`config.mk`:
```
export PLATFORM = sky130hd
export DESIGN_NAME = ysyx_24110015_mem_arbiter
export DESIGN_NICKNAME = d
export VERILOG_FILES = /design/src/rtl/ysyx_24110015_arb_pkg.sv /design/src/rtl/ysyx_24110015_arb_grant.sv /design/src/rtl/ysyx_24110015_mem_arbiter.sv
export SDC_FILE = /design/constraint.sdc
export NUM_CORES = 1
export LEC_CHECK = 0
export BUFFER_PORTS_ARGS = -buffer_cell sky130_fd_sc_hd__buf_2
export CELL_PAD_IN_SITES_DETAIL_PLACEMENT = 1
export CELL_PAD_IN_SITES_GLOBAL_PLACEMENT = 2
export CORE_AREA = 2 2 136 138
export DETAILED_ROUTE_END_ITERATION = 12
export DIE_AREA = 0 0 138 140
export HOLD_SLACK_MARGIN = 0.03
export PLACE_DENSITY = 0.92
export SYNTH_ARGS = -nofsm -noshare
export SYNTH_HDL_FRONTEND = slang
export SYNTH_SLANG_ARGS = --single-unit
```
`constraint.sdc`:
```
create_clock -name clk -period 2.84 [get_ports clk]
set_input_delay 0.284 -clock clk [delete_from_list [all_inputs] [get_ports clk]]
set_output_delay 0.284 -clock clk [all_outputs]
set_load 0.005 [all_outputs]
```
`src/rtl/ysyx_24110015_arb_pkg.sv`:
```
// ysyx_24110015_arb_pkg: shared FSM encoding and owner ids for the memory arbiter
package ysyx_24110015_arb_pkg;
  typedef enum logic [1:0] {IDLE, REQ, WAIT, RESP} state_t;
  localparam logic OWN_IF = 1'b0;
  localparam logic OWN_LSU = 1'b1;
endpackage

```
`src/rtl/ysyx_24110015_arb_grant.sv`:
```
// ysyx_24110015_arb_grant: picks a master; round-robin when YSYX_24110015_ARB_RR_EN is defined, else LSU over IFU
module ysyx_24110015_arb_grant
  import ysyx_24110015_arb_pkg::*;
(
  input  logic       if_valid,
  input  logic       lsu_valid,
  input  logic       last_owner,
  output logic [1:0] grant,
  output logic       owner
);
  logic pick_lsu;
`ifdef YSYX_24110015_ARB_RR_EN
  assign pick_lsu = lsu_valid & (~if_valid | (last_owner == OWN_IF));
`else
  logic unused_last_owner;
  assign unused_last_owner = last_owner;
  assign pick_lsu = lsu_valid;
`endif
  assign owner = pick_lsu ? OWN_LSU : OWN_IF;
  assign grant = {pick_lsu, if_valid & ~pick_lsu};
endmodule

```
`src/rtl/ysyx_24110015_mem_arbiter.sv`:
```
// ysyx_24110015_mem_arbiter: IFU/LSU to single memory port arbiter with response timeout (YSYX_24110015_ARB_RR_EN selects round-robin)
module ysyx_24110015_mem_arbiter
  import ysyx_24110015_arb_pkg::*;
#(
  parameter int ADDR_W = 32,
  parameter int DATA_W = 32,
  parameter int TIMEOUT_CYC = 255
) (
  input  logic                clk,
  input  logic                rst,
  input  logic                if_req_valid,
  output logic                if_req_ready,
  input  logic [ADDR_W-1:0]   if_addr,
  output logic                if_resp_valid,
  input  logic                lsu_req_valid,
  output logic                lsu_req_ready,
  input  logic [ADDR_W-1:0]   lsu_addr,
  input  logic                lsu_wen,
  input  logic [DATA_W-1:0]   lsu_wdata,
  input  logic [DATA_W/8-1:0] lsu_wmask,
  output logic                lsu_resp_valid,
  output logic [DATA_W-1:0]   resp_rdata,
  output logic                resp_err,
  output logic                mem_req_valid,
  input  logic                mem_req_ready,
  output logic [ADDR_W-1:0]   mem_addr,
  output logic                mem_wen,
  output logic [DATA_W-1:0]   mem_wdata,
  output logic [DATA_W/8-1:0] mem_wmask,
  input  logic                mem_resp_valid,
  input  logic [DATA_W-1:0]   mem_rdata
);
  localparam int CNT_W = $clog2(TIMEOUT_CYC + 1);
  localparam logic [CNT_W-1:0] CNT_LAST = CNT_W'(TIMEOUT_CYC - 1);
  state_t state;
  logic owner;
  logic last_owner;
  logic gnt_owner;
  logic [1:0] grant;
  logic [CNT_W-1:0] cnt;
  logic gnt_lsu;
  ysyx_24110015_arb_grant u_grant (
    .if_valid  (if_req_valid),
    .lsu_valid (lsu_req_valid),
    .last_owner(last_owner),
    .grant     (grant),
    .owner     (gnt_owner)
  );
  assign gnt_lsu = gnt_owner == OWN_LSU;
  assign if_req_ready = rst & (state == IDLE) & grant[0];
  assign lsu_req_ready = rst & (state == IDLE) & grant[1];
`ifdef YSYX_24110015_ARB_RR_EN
  // remember who won the last grant so ties alternate
  always_ff @(posedge clk) begin
    if (!rst) last_owner <= OWN_IF;
    else if (state == IDLE && |grant) last_owner <= gnt_owner;
  end
`else
  assign last_owner = OWN_IF;
`endif
  // one-outstanding transaction FSM with registered memory and response outputs
  always_ff @(posedge clk) begin
    if (!rst) begin
      state <= IDLE;
      owner <= OWN_IF;
      cnt <= '0;
      mem_req_valid <= 1'b0;
      mem_addr <= '0;
      mem_wen <= 1'b0;
      mem_wdata <= '0;
      mem_wmask <= '0;
      if_resp_valid <= 1'b0;
      lsu_resp_valid <= 1'b0;
      resp_rdata <= '0;
      resp_err <= 1'b0;
    end else begin
      case (state)
        IDLE: if (|grant) begin
          state <= REQ;
          owner <= gnt_owner;
          mem_req_valid <= 1'b1;
          mem_addr <= gnt_lsu ? lsu_addr : if_addr;
          mem_wen <= gnt_lsu & lsu_wen;
          mem_wdata <= gnt_lsu ? lsu_wdata : '0;
          mem_wmask <= gnt_lsu ? lsu_wmask : '0;
        end
        REQ: if (mem_req_ready) begin
          state <= WAIT;
          mem_req_valid <= 1'b0;
          cnt <= '0;
        end
        WAIT: begin
          cnt <= cnt + 1'b1;
          if (mem_resp_valid || cnt == CNT_LAST) begin
            state <= RESP;
            resp_rdata <= mem_resp_valid ? mem_rdata : '0;
            resp_err <= ~mem_resp_valid;
            if_resp_valid <= owner == OWN_IF;
            lsu_resp_valid <= owner == OWN_LSU;
          end
        end
        default: begin
          state <= IDLE;
          if_resp_valid <= 1'b0;
          lsu_resp_valid <= 1'b0;
        end
      endcase
    end
  end
endmodule

```
==> results of run 1 <==
-- area by class of cell --
class | count | share of cell area (%)
clock inverter | 15 | 2.961
sequential | 116 | 35.23
multi-input combinational | 343 | 31.04
inverter | 5 | 0.3037
tap | 229 | 4.347
clock buffer | 17 | 6.454
timing repair buffer | 254 | 19.67
-- per-stage QoR --
stage	power, mW	std cells	cell area [um^2]
2_1_floorplan	3.010	506	4546
3_3_place_gp	3.651	947	5971
3_5_place_dp	3.699	947	5971
4_1_cts	5.992	979	6591
5_1_grt	6.259	979	6591
6_report	5.878	979	6591
-- path summary, 6_finish.rpt --
kind                                     from            end  cells past startpoint
worst max-delay path                 state[0]   if_req_ready                      5
worst min-delay path             mem_rdata[9]  resp_rdata[9]                      3
worst max register to register       state[0]   mem_addr[13]                      6
worst min register to register  mem_wdata[18]  mem_wdata[18]                      2
-- tightest hold or removal path, stage by stage --
cell	delay [ns]
buf_2	0.08
a22oi_1	0.07
nor2_1	0.07
-- cells in the mapped netlist (2+ instances only) --
cell	count
inv_1	4
buf_2	12
ha_1	6
and3_1	2
clkbuf_1	28
o21ai_0	4
dfxtp_1	116
nand2_1	49
nand3_1	39
a211oi_1	33
nor2_1	71
nor3_1	2
o21ai_1	3
a21oi_1	40
nor2b_1	3
nand4_1	3
and2_1	3
buf_1	2
a22oi_1	32
xor2_1	3
xnor2_1	2
or3_1	2
mux2i_1	34
-- power by group through the flow --
stage                     registers (mW)  clock network [mW]  logic (mW)
final                               2.15                2.24        1.49
after detailed placement            2.18                   0        1.51
after floorplan                     2.20                   0       0.806
after global routing                2.19                2.39        1.67
after CTS                           2.15                2.32        1.52
after global placement              2.17                   0        1.48
-- state kept, by name, indices dropped and copies added (netlist names) --
register / flops
cnt: 8
if_resp_valid: 1
lsu_resp_valid: 1
mem_addr: 32
mem_req_valid: 1
mem_wdata: 32
mem_wen: 1
mem_wmask: 4
owner: 1
resp_err: 1
resp_rdata: 32
state: 2
-- cells by family (layout without fill, tap and decap cells) --
group	Yosys count	after routing	share of synthesized area, %
flops	116	116	51.09
xor+xnor	5	5	0.9636
simple gates	178	178	16.93
fa+ha+maj	6	6	1.651
mux	35	35	7.735
compound gates	119	119	17.42
buf+inv	47	291	4.211
-- layer usage --
| metal | vias to the layer above | part of all wire (%) |
|---|---|---|
| met5 | - | 0 |
| met1 | 2073 | 42 |
| li1 | 2251 | - |
| met4 | 0 | 2.1 |
| met2 | 172 | 48 |
| met3 | 25 | 8.3 |
==> flow_summary_export.csv, run 1 <==
group,metric,value,unit
cells_and_area,area_growth,45.00,%
cells_and_area,finalNetCount,882,
sta,tns,0,ns
global_route,use_met3,6.632,%
sta,final-setup-viol-count,0,
placed_design,gp_congestion,0.7221,
sta,hold_violations,0,
floorplanning,ioPinCount,246,
clock_tree,postCtsSetupBuffers,0,
global_route,grt_usage,15.20,%
sta,drv_slew,0,
clock_tree,clock_sinks,116,
sta,worst_slack,0.5654,ns
synthesis,synth_edf_count,0,
synthesis,synth_area_leaders,"dfxtp_1, mux2i_1, nor2_1",
route,drt_first_pass_iters,4,
sta,rsz0062_at_grt,"no",
power,swShare,31.97,%
synthesis,avgSynthCellArea,8.983,um^2
setup_path,critPathTopFamily,"buffers and inverters",
cells_and_area,drive_gt1_share,39.07,%
setup_path,slowest_delay,0.43,ns
hold_path,min_path_type,"in2reg",
global_route,grt_max_degree,66,
setup_path,path_max_fanout,40,
synthesis,ys_warn_count,0,
setup_path,critPathArrivalTime,1.99,ns
floorplanning,start_util,25.57,%
synthesis,yosysTopAreaCell,"dfxtp_1",
cells_and_area,final_cell_mix,"buf_2, dfxtp_1, nor2_1",
global_route,grtUsageMet2,25.51,%
global_route,grt_overflow,0,
setup_path,crit_required,2.56,ns
floorplanning,core_area,17780,um^2
cells_and_area,finish.utilization,37.07,%
synthesis,yosys_most_used_dff,"dfxtp_1",
cells_and_area,regArea,2322,um^2
power,p_leak,3.093,nW
clock_tree,cts_tree,"yes",
synthesis,yosysUniqueCellTypes,36,
setup_path,worstSetupPathType,"reg2out",
power,vdd_drop_max,447.0,uV
floorplanning,die_w,138,um
clock_tree,clk_pin_slew_worst_paths,0.06,ns
cells_and_area,final_common_cell,"buf_2",
setup_path,crit_buf_inv,3,
power,powerDensity,891.8,nW/um^2
run,drv_cap,0,
route,num_vias,4521,
route,drt_iter0_markers,129,
power,cellInternalPower,3.999,mW
sta,whs,0.1112,ns
route,wl_per_cell,15.09,um
clock_tree,cts_hold_buf,0,
global_route,grt_pass1_vias,4595,
clock_tree,cts-resized-gates,0,
power,pwr-share-clk,38.1,%
route,avgViaCountPerCell,4.618,
power,switching_power,1.879,mW
floorplanning,dieArea,19320,um^2
synthesis,yosysSeqAreaShare,51.09,%
setup_path,reg2reg_slack,0.93,ns
sta,relSlewSlack,36.15,%
setup_path,path_cells,"inv_1 -> ha_2 -> buf_4 -> and4b_1 -> buf_2",
placed_design,port_buffers,245,
synthesis,syn_area,4546,um^2
sta,fin_crit_sh,80.09,%
setup_path,endpoint_kind,"output pin",
sta,max_freq,439.6,MHz
clock_tree,cts-buffers-inserted,17,
clock_tree,clockBufferDepth,2,
global_route,use_met1,17.16,%
sta,tightestPinTransition,0.9576,ns
synthesis,async_flop_share,0,%
floorplanning,die_h,140,um
setup_path,cpMaxStageDelayCell,"buf_4",
cells_and_area,multiInputGateArea,2046,um^2
synthesis,synth_nets,651,
cells_and_area,fill_cells,2139,
floorplanning,rows,49,
global_route,busiest_layer,"met2",
placed_design,pre_cts_slack,0.8392,ns
setup_path,startpoint_type,"register",
power,combPwrFrac,25.4,%
placed_design,hpwl,10.69,mm
clock_tree,cts_root_buffer,"clkbuf_16",
route,drc_errors,0,
route,wirelength,14.78,mm
cells_and_area,diodes,0,
power,p_seq_share,36.5,%
clock_tree,htreeDepth,4,
global_route,antenna_found_initial,0,
clock_tree,clock_latency,0.42,ns
synthesis,ys_seq_elements,116,
global_route,grt_pass1_wl,23.59,mm
route,ant_nets,0,
run_status,outcome,"complete, no violations",
synthesis,synthCells,506,
synthesis,synth_top_area_share,51.09,%
sta,fin_crit,2.275,ns
sta,fin_skew,0.01138,ns
Note: power is estimated with default switching activity, not from simulation.
==> run 2, diff against run 1 <==
Settings changed: ABC_AREA set to 1, CORE_AREA 2 2 136 138 to 2 2 151 153, DIE_AREA 0 0 138 140 to 0 0 153 155, PLACE_DENSITY 0.92 to 0.84.
Clock period 2.84 ns to 2.01 ns, I/O delays scaled along.
==> flow_summary_export.csv, run 2 <==
group,metric,value,unit
run_status,outcome,"complete, no violations",
clock_tree,cts-buffers-inserted,17,
synthesis,synth_area_leaders,"dfxtp_1, nand2_1, a21oi_1",
floorplanning,die_h,155,um
route,ant_nets,0,
cells_and_area,final_cells,1180,
route,drt_first_pass_iters,4,
cells_and_area,area_growth,56.04,%
clock_tree,clock_sinks,116,
route,wl_per_cell,13.82,um
floorplanning,start_util,20.49,%
synthesis,async_flop_share,0,%
synthesis,synth_nets,746,
synthesis,ys_seq_elements,116,
setup_path,crit_required,1.81,ns
cells_and_area,final_cell_mix,"buf_2, nand2_1, dfxtp_1",
global_route,grt_pass1_wl,25.90,mm
setup_path,reg2regPathDepth,6,
sta,fin_skew,0.007623,ns
synthesis,ys_warn_count,0,
hold_path,hold_path_depth,3,
setup_path,critPathArrivalTime,1.54,ns
route,drt_iter0_markers,186,
power,finalPower,8.562,mW
power,vdd_drop_max,540.6,uV
global_route,grt_pass1_vias,5093,
floorplanning,rows,55,
route,num_vias,5007,
cells_and_area,reg_top3,"mem_addr (32), mem_wdata (32), resp_rdata (32)",
sta,fin_crit,1.740,ns
synthesis,synthCells,601,
clock_tree,cts_tree,"yes",
clock_tree,clock_latency,0.42,ns
route,wirelength,16.30,mm
placed_design,dp_cells,1099,
setup_path,worstSetupPathType,"reg2out",
placed_design,port_buffers,245,
sta,fin_crit_sh,86.55,%
setup_path,startpoint_type,"register",
route,drc_errors,0,
setup_path,reg2reg_slack,0.28,ns
cells_and_area,drive_gt1_share,32.66,%
sta,tightestPinTransition,0.6528,ns
synthesis,synth_commonest_cells,"nand2_1, dfxtp_1, a21oi_1",
setup_path,path_max_fanout,5,
synthesis,yosysMostFrequentCell,"nand2_1",
global_route,grt_max_degree,76,
placed_design,hpwl,11.00,mm
global_route,antenna_found_initial,1,
sta,hold_violations,0,
cells_and_area,finalNetCount,1026,
power,p_leak,3.304,nW
synthesis,synth_edf_count,0,
clock_tree,cts-resized-gates,0,
placed_design,gp_congestion,0.7116,
floorplanning,ioPinCount,246,
synthesis,synth_top_area_share,50.99,%
clock_tree,clockBufferDepth,2,
synthesis,yosysTopAreaCell,"dfxtp_1",
sta,rsz0062_at_grt,"no",
hold_path,min_path_type,"in2reg",
global_route,grt_usage,13.51,%
floorplanning,core_area,22230,um^2
floorplanning,dieArea,23720,um^2
sta,tns,0,ns
synthesis,yosysSeqAreaShare,50.99,%
run,drv_cap,0,
sta,drv_slew,0,
synthesis,syn_area,4554,um^2
route,avgViaCountPerCell,4.243,
power,powerDensity,1205,nW/um^2
clock_tree,clk_pin_slew_worst_paths,0.06,ns
floorplanning,die_w,153,um
synthesis,yosys_most_used_dff,"dfxtp_1",
sta,final-setup-viol-count,0,
global_route,grt_overflow,0,
cells_and_area,final_common_cell,"buf_2",
sta,max_freq,574.8,MHz
clock_tree,htreeDepth,4,
synthesis,yosysUniqueCellTypes,23,
setup_path,endpoint_kind,"output pin",
synthesis,avgSynthCellArea,7.578,um^2
sta,relSlewSlack,56.42,%
clock_tree,cts_root_buffer,"clkbuf_16",
==> run 2: cell count changes after synthesis, sizes merged, moves of 12 or more <==
cell	before	now
a31oi	1	32
nand3	39	9
a21oi	40	80
a211oi	33	0
nand2	49	237
nor2	71	19
inv	4	21
a22oi	32	0
o21ai	7	35
buf	14	26
clkbuf	28	14
mux2i	34	0
==> run 2: worst max-delay path, stage by stage, from the launching register on <==
cell	delay, ns
dfxtp_1	0.32
inv_1	0.10
ha_1	0.29
nand2_1	0.13
nor2_1	0.14
buf_2	0.13
==> run 2: where the power goes <==
part / total (mW) / switching, mW / internal, mW
clock: 3.21 / 1.23 / 1.98
combinational: 2.38 / 1.42 / 0.958
sequential: 2.97 / 0.221 / 2.75
==> run 2: per-stage QoR <==
stage	instance area (um^2)	hold slack [ns]	util (%)	setup slack, ns
4_1_cts	7104	0.03025	31.96	0.2231
3_3_place_gp	6006	0.4448	27.02	0.3643
6_report	7107	0.04549	31.97	0.2703
5_1_grt	7107	0.04308	31.97	0.09428
2_1_floorplan	4554	0.3484	-	0.6486
3_5_place_dp	6006	0.4502	27.02	0.2778
==> run 2: kinds of logic after synthesis <==
logic type / Yosys count / synth area share, %
buffers and inverters: 62 / 7.116
DFF: 116 / 50.99
AOI/OAI and AO/OA: 147 / 17.36
and+or+nand+nor: 269 / 22.69
adders and majority gates: 6 / 1.648
xor gates and xnor gates: 1 / 0.1923
==> run 2: path summary, 6_finish.rpt <==
kind,start,endpoint
setup / recovery,state[0],if_req_ready
hold / removal,lsu_addr[8],mem_addr[8]
setup reg to reg,state[0],mem_wdata[21]
hold reg to reg,resp_rdata[1],resp_rdata[1]
==> run 2: area by class of cell <==
| type | count | area, um^2 |
|---|---|---|
| fill | 2781 | 15120 |
| sequential | 116 | 2322 |
| multi-input combinational | 423 | 1908 |
| timing repair buffer | 301 | 1817 |
| clock buffer | 17 | 425.4 |
| tap | 285 | 356.6 |
| clock inverter | 15 | 192.7 |
| inverter | 22 | 82.58 |
| antenna | 1 | 2.502 |
==> run 2: what timing repair did <==
| action | in CTS | in global routing |
|---|---|---|
| buffers inserted | 0 | 0 |
| hold endpoints to repair | 48 | 0 |
| hold buffers | 48 | 0 |
==> run 2: per-layer routing <==
layer	up-vias	GRT usage (%)	routed length (um)
met4	0	5.159	381
li1	2526	-	-
met3	21	4.652	1224
met5	-	0	0
met1	2274	15.86	7014
met2	186	22.81	7682
==> run 3, diff against run 2 <==
Settings changed: BUFFER_PORTS_ARGS -buffer_cell sky130_fd_sc_hd__buf_2 to -buffer_cell sky130_fd_sc_hd__clkbuf_2.
==> flow_summary_export.csv, run 3 (synthesis results as in run 2) <==
group,metric,value,unit
placed_design,hpwl,11.16,mm
global_route,grt_max_degree,65,
setup_path,crit_buf_inv,2,
cells_and_area,final_cell_mix,"clkbuf_2, nand2_1, dfxtp_1",
cells_and_area,diodes,0,
route,drt_first_pass_iters,6,
cells_and_area,finalNetCount,1089,
clock_tree,cts_root_buffer,"clkbuf_16",
global_route,grt_pass1_wl,27.68,mm
setup_path,startpoint_type,"register",
floorplanning,die_h,155,um
clock_tree,clockBufferDepth,2,
global_route,grt_overflow,0,
cells_and_area,final_area,7741,um^2
setup_path,r2r-start,"state[0]",
cells_and_area,finish.utilization,34.83,%
cells_and_area,drive_gt1_share,30.72,%
route,wirelength,17.22,mm
hold_path,min_to,"resp_rdata[7]",
power,vdd_drop_max,476.6,uV
clock_tree,cts-buffers-inserted,17,
run_status,outcome,"complete, no violations",
clock_tree,htreeDepth,4,
sta,fin_crit_sh,85.89,%
setup_path,path_cells,"inv_1 -> ha_1 -> nand2_1 -> nor2_1 -> clkbuf_2",
setup_path,timing.rr.end,"cnt[4]",
placed_design,placed_cell_area,6033,um^2
clock_tree,cts_tree,"yes",
sta,worst_slack,0.2836,ns
setup_path,path_max_fanout,5,
clock_tree,clock_latency,0.41,ns
cells_and_area,reg_top3,"mem_addr (32), mem_wdata (32), resp_rdata (32)",
setup_path,reg2reg_slack,0.36,ns
setup_path,critPathTopFamily,"flip-flops",
setup_path,worstSetupPathType,"reg2out",
route,wl_per_cell,13.86,um
sta,tightestPinTransition,0.4180,ns
route,ant_nets,0,
floorplanning,die_w,153,um
sta,tns,0,ns
sta,final-setup-viol-count,0,
sta,drv_slew,0,
route,avgViaCountPerCell,4.238,
sta,relSlewSlack,72.14,%
cells_and_area,final_cells,1242,
run,drv_cap,0,
setup_path,reg2regPathDepth,9,
cells_and_area,final_common_cell,"clkbuf_2",
placed_design,dp_cells,1101,
sta,hold_violations,0,
route,drc_errors,0,
placed_design,port_buffers,245,
cells_and_area,fill_cells,2724,
power,powerDensity,1121,nW/um^2
global_route,antenna_found_initial,0,
route,drt_iter0_markers,200,
setup_path,slowest_delay,0.32,ns
clock_tree,clock_sinks,116,
setup_path,critical_path.startpoint,"state[1]",
clock_tree,clk_pin_slew_worst_paths,0.06,ns
hold_path,hold_path_depth,3,
global_route,grt_usage,14.47,%
route,num_vias,5263,
setup_path,crit_required,1.81,ns
hold_path,hold_path_startpoint,"mem_rdata[7]",
sta,fin_skew,0.01005,ns
cells_and_area,area_growth,69.97,%
setup_path,critPathArrivalTime,1.53,ns
placed_design,gp_congestion,0.7659,
floorplanning,start_util,20.49,%
floorplanning,core_area,22230,um^2
hold_path,min_path_type,"in2reg",
floorplanning,ioPinCount,246,
sta,rsz0062_at_grt,"no",
floorplanning,dieArea,23720,um^2
setup_path,cpMaxStageDelayCell,"dfxtp_1",
sta,fin_crit,1.726,ns
sta,max_freq,579.2,MHz
global_route,grt_pass1_vias,5528,
placed_design,pre_cts_slack,0.3511,ns
setup_path,endpoint_kind,"output pin",
floorplanning,rows,55,
power,p_leak,3.516,nW
clock_tree,postCtsSetupBuffers,0,
-- run 3: metal layers --
metal | GRT usage (%) | part of all wire [%] | up-vias | wire length [um]
met5 | 0 | 0 | - | 0
li1 | - | - | 2652 | -
met2 | 25.28 | 48 | 193 | 8274
met4 | 6.085 | 2.5 | 0 | 431
met1 | 16.63 | 43 | 2389 | 7404
met3 | 4.123 | 6.4 | 29 | 1107
-- run 3: per-stage QoR --
step	hold slack, ns	power [mW]
after floorplan	0.3484	4.488
after global placement	0.4385	5.365
after detailed placement	0.4433	5.404
after CTS	0.03035	8.821
after global routing	0.03337	9.290
final	0.04653	8.674
-- run 3: worst max path at each step --
stage                   endpoint  slack, ns  depth (start not counted)
finish              if_req_ready       0.28                          5
global route              cnt[7]       0.09                          9
CTS                 if_req_ready       0.23                          5
detailed placement        cnt[4]       0.35                          9
global placement          cnt[4]       0.40                          9
floorplan                 cnt[4]       0.65                         10
-- run 3: cell type report --
| type | count | area (um^2) | area share (%) |
|---|---|---|---|
| Timing Repair Buffer | 364 | 2455 | 31.71 |
| Multi-Input combinational cell | 423 | 1908 | 24.65 |
| Sequential cell | 116 | 2322 | 30.00 |
| Tap cell | 285 | 356.6 | 4.606 |
| Clock buffer | 18 | 439.2 | 5.673 |
| Inverter | 22 | 82.58 | 1.067 |
| Clock inverter | 14 | 177.7 | 2.295 |
-- run 3: what timing repair did --
action                                 4_1_cts  5_1_grt
resized for setup                            0        0
endpoints found under the hold margin       92        0
hold buffers                               109        0
-- run 3: power breakdown --
group / total [mW] / switching (mW) / internal [mW] / leakage [nW]
Sequential: 2.99 / 0.238 / 2.75 / 0.949
Combinational: 2.53 / 1.47 / 1.06 / 2.28
Clock: 3.16 / 1.16 / 2.00 / 0.290
Total: 8.67 / 2.87 / 5.81 / 3.52
-- run 3: worst register-to-register path, stage by stage (launching register included) --
cell and delay [ns]:
dfxtp_1 0.32, inv_1 0.10, ha_1 0.36, nand2_1 0.11, nand2_2 0.13, inv_1 0.09
o21ai_2 0.19, inv_1 0.10, o21ai_0 0.09, nor2_1 0.06
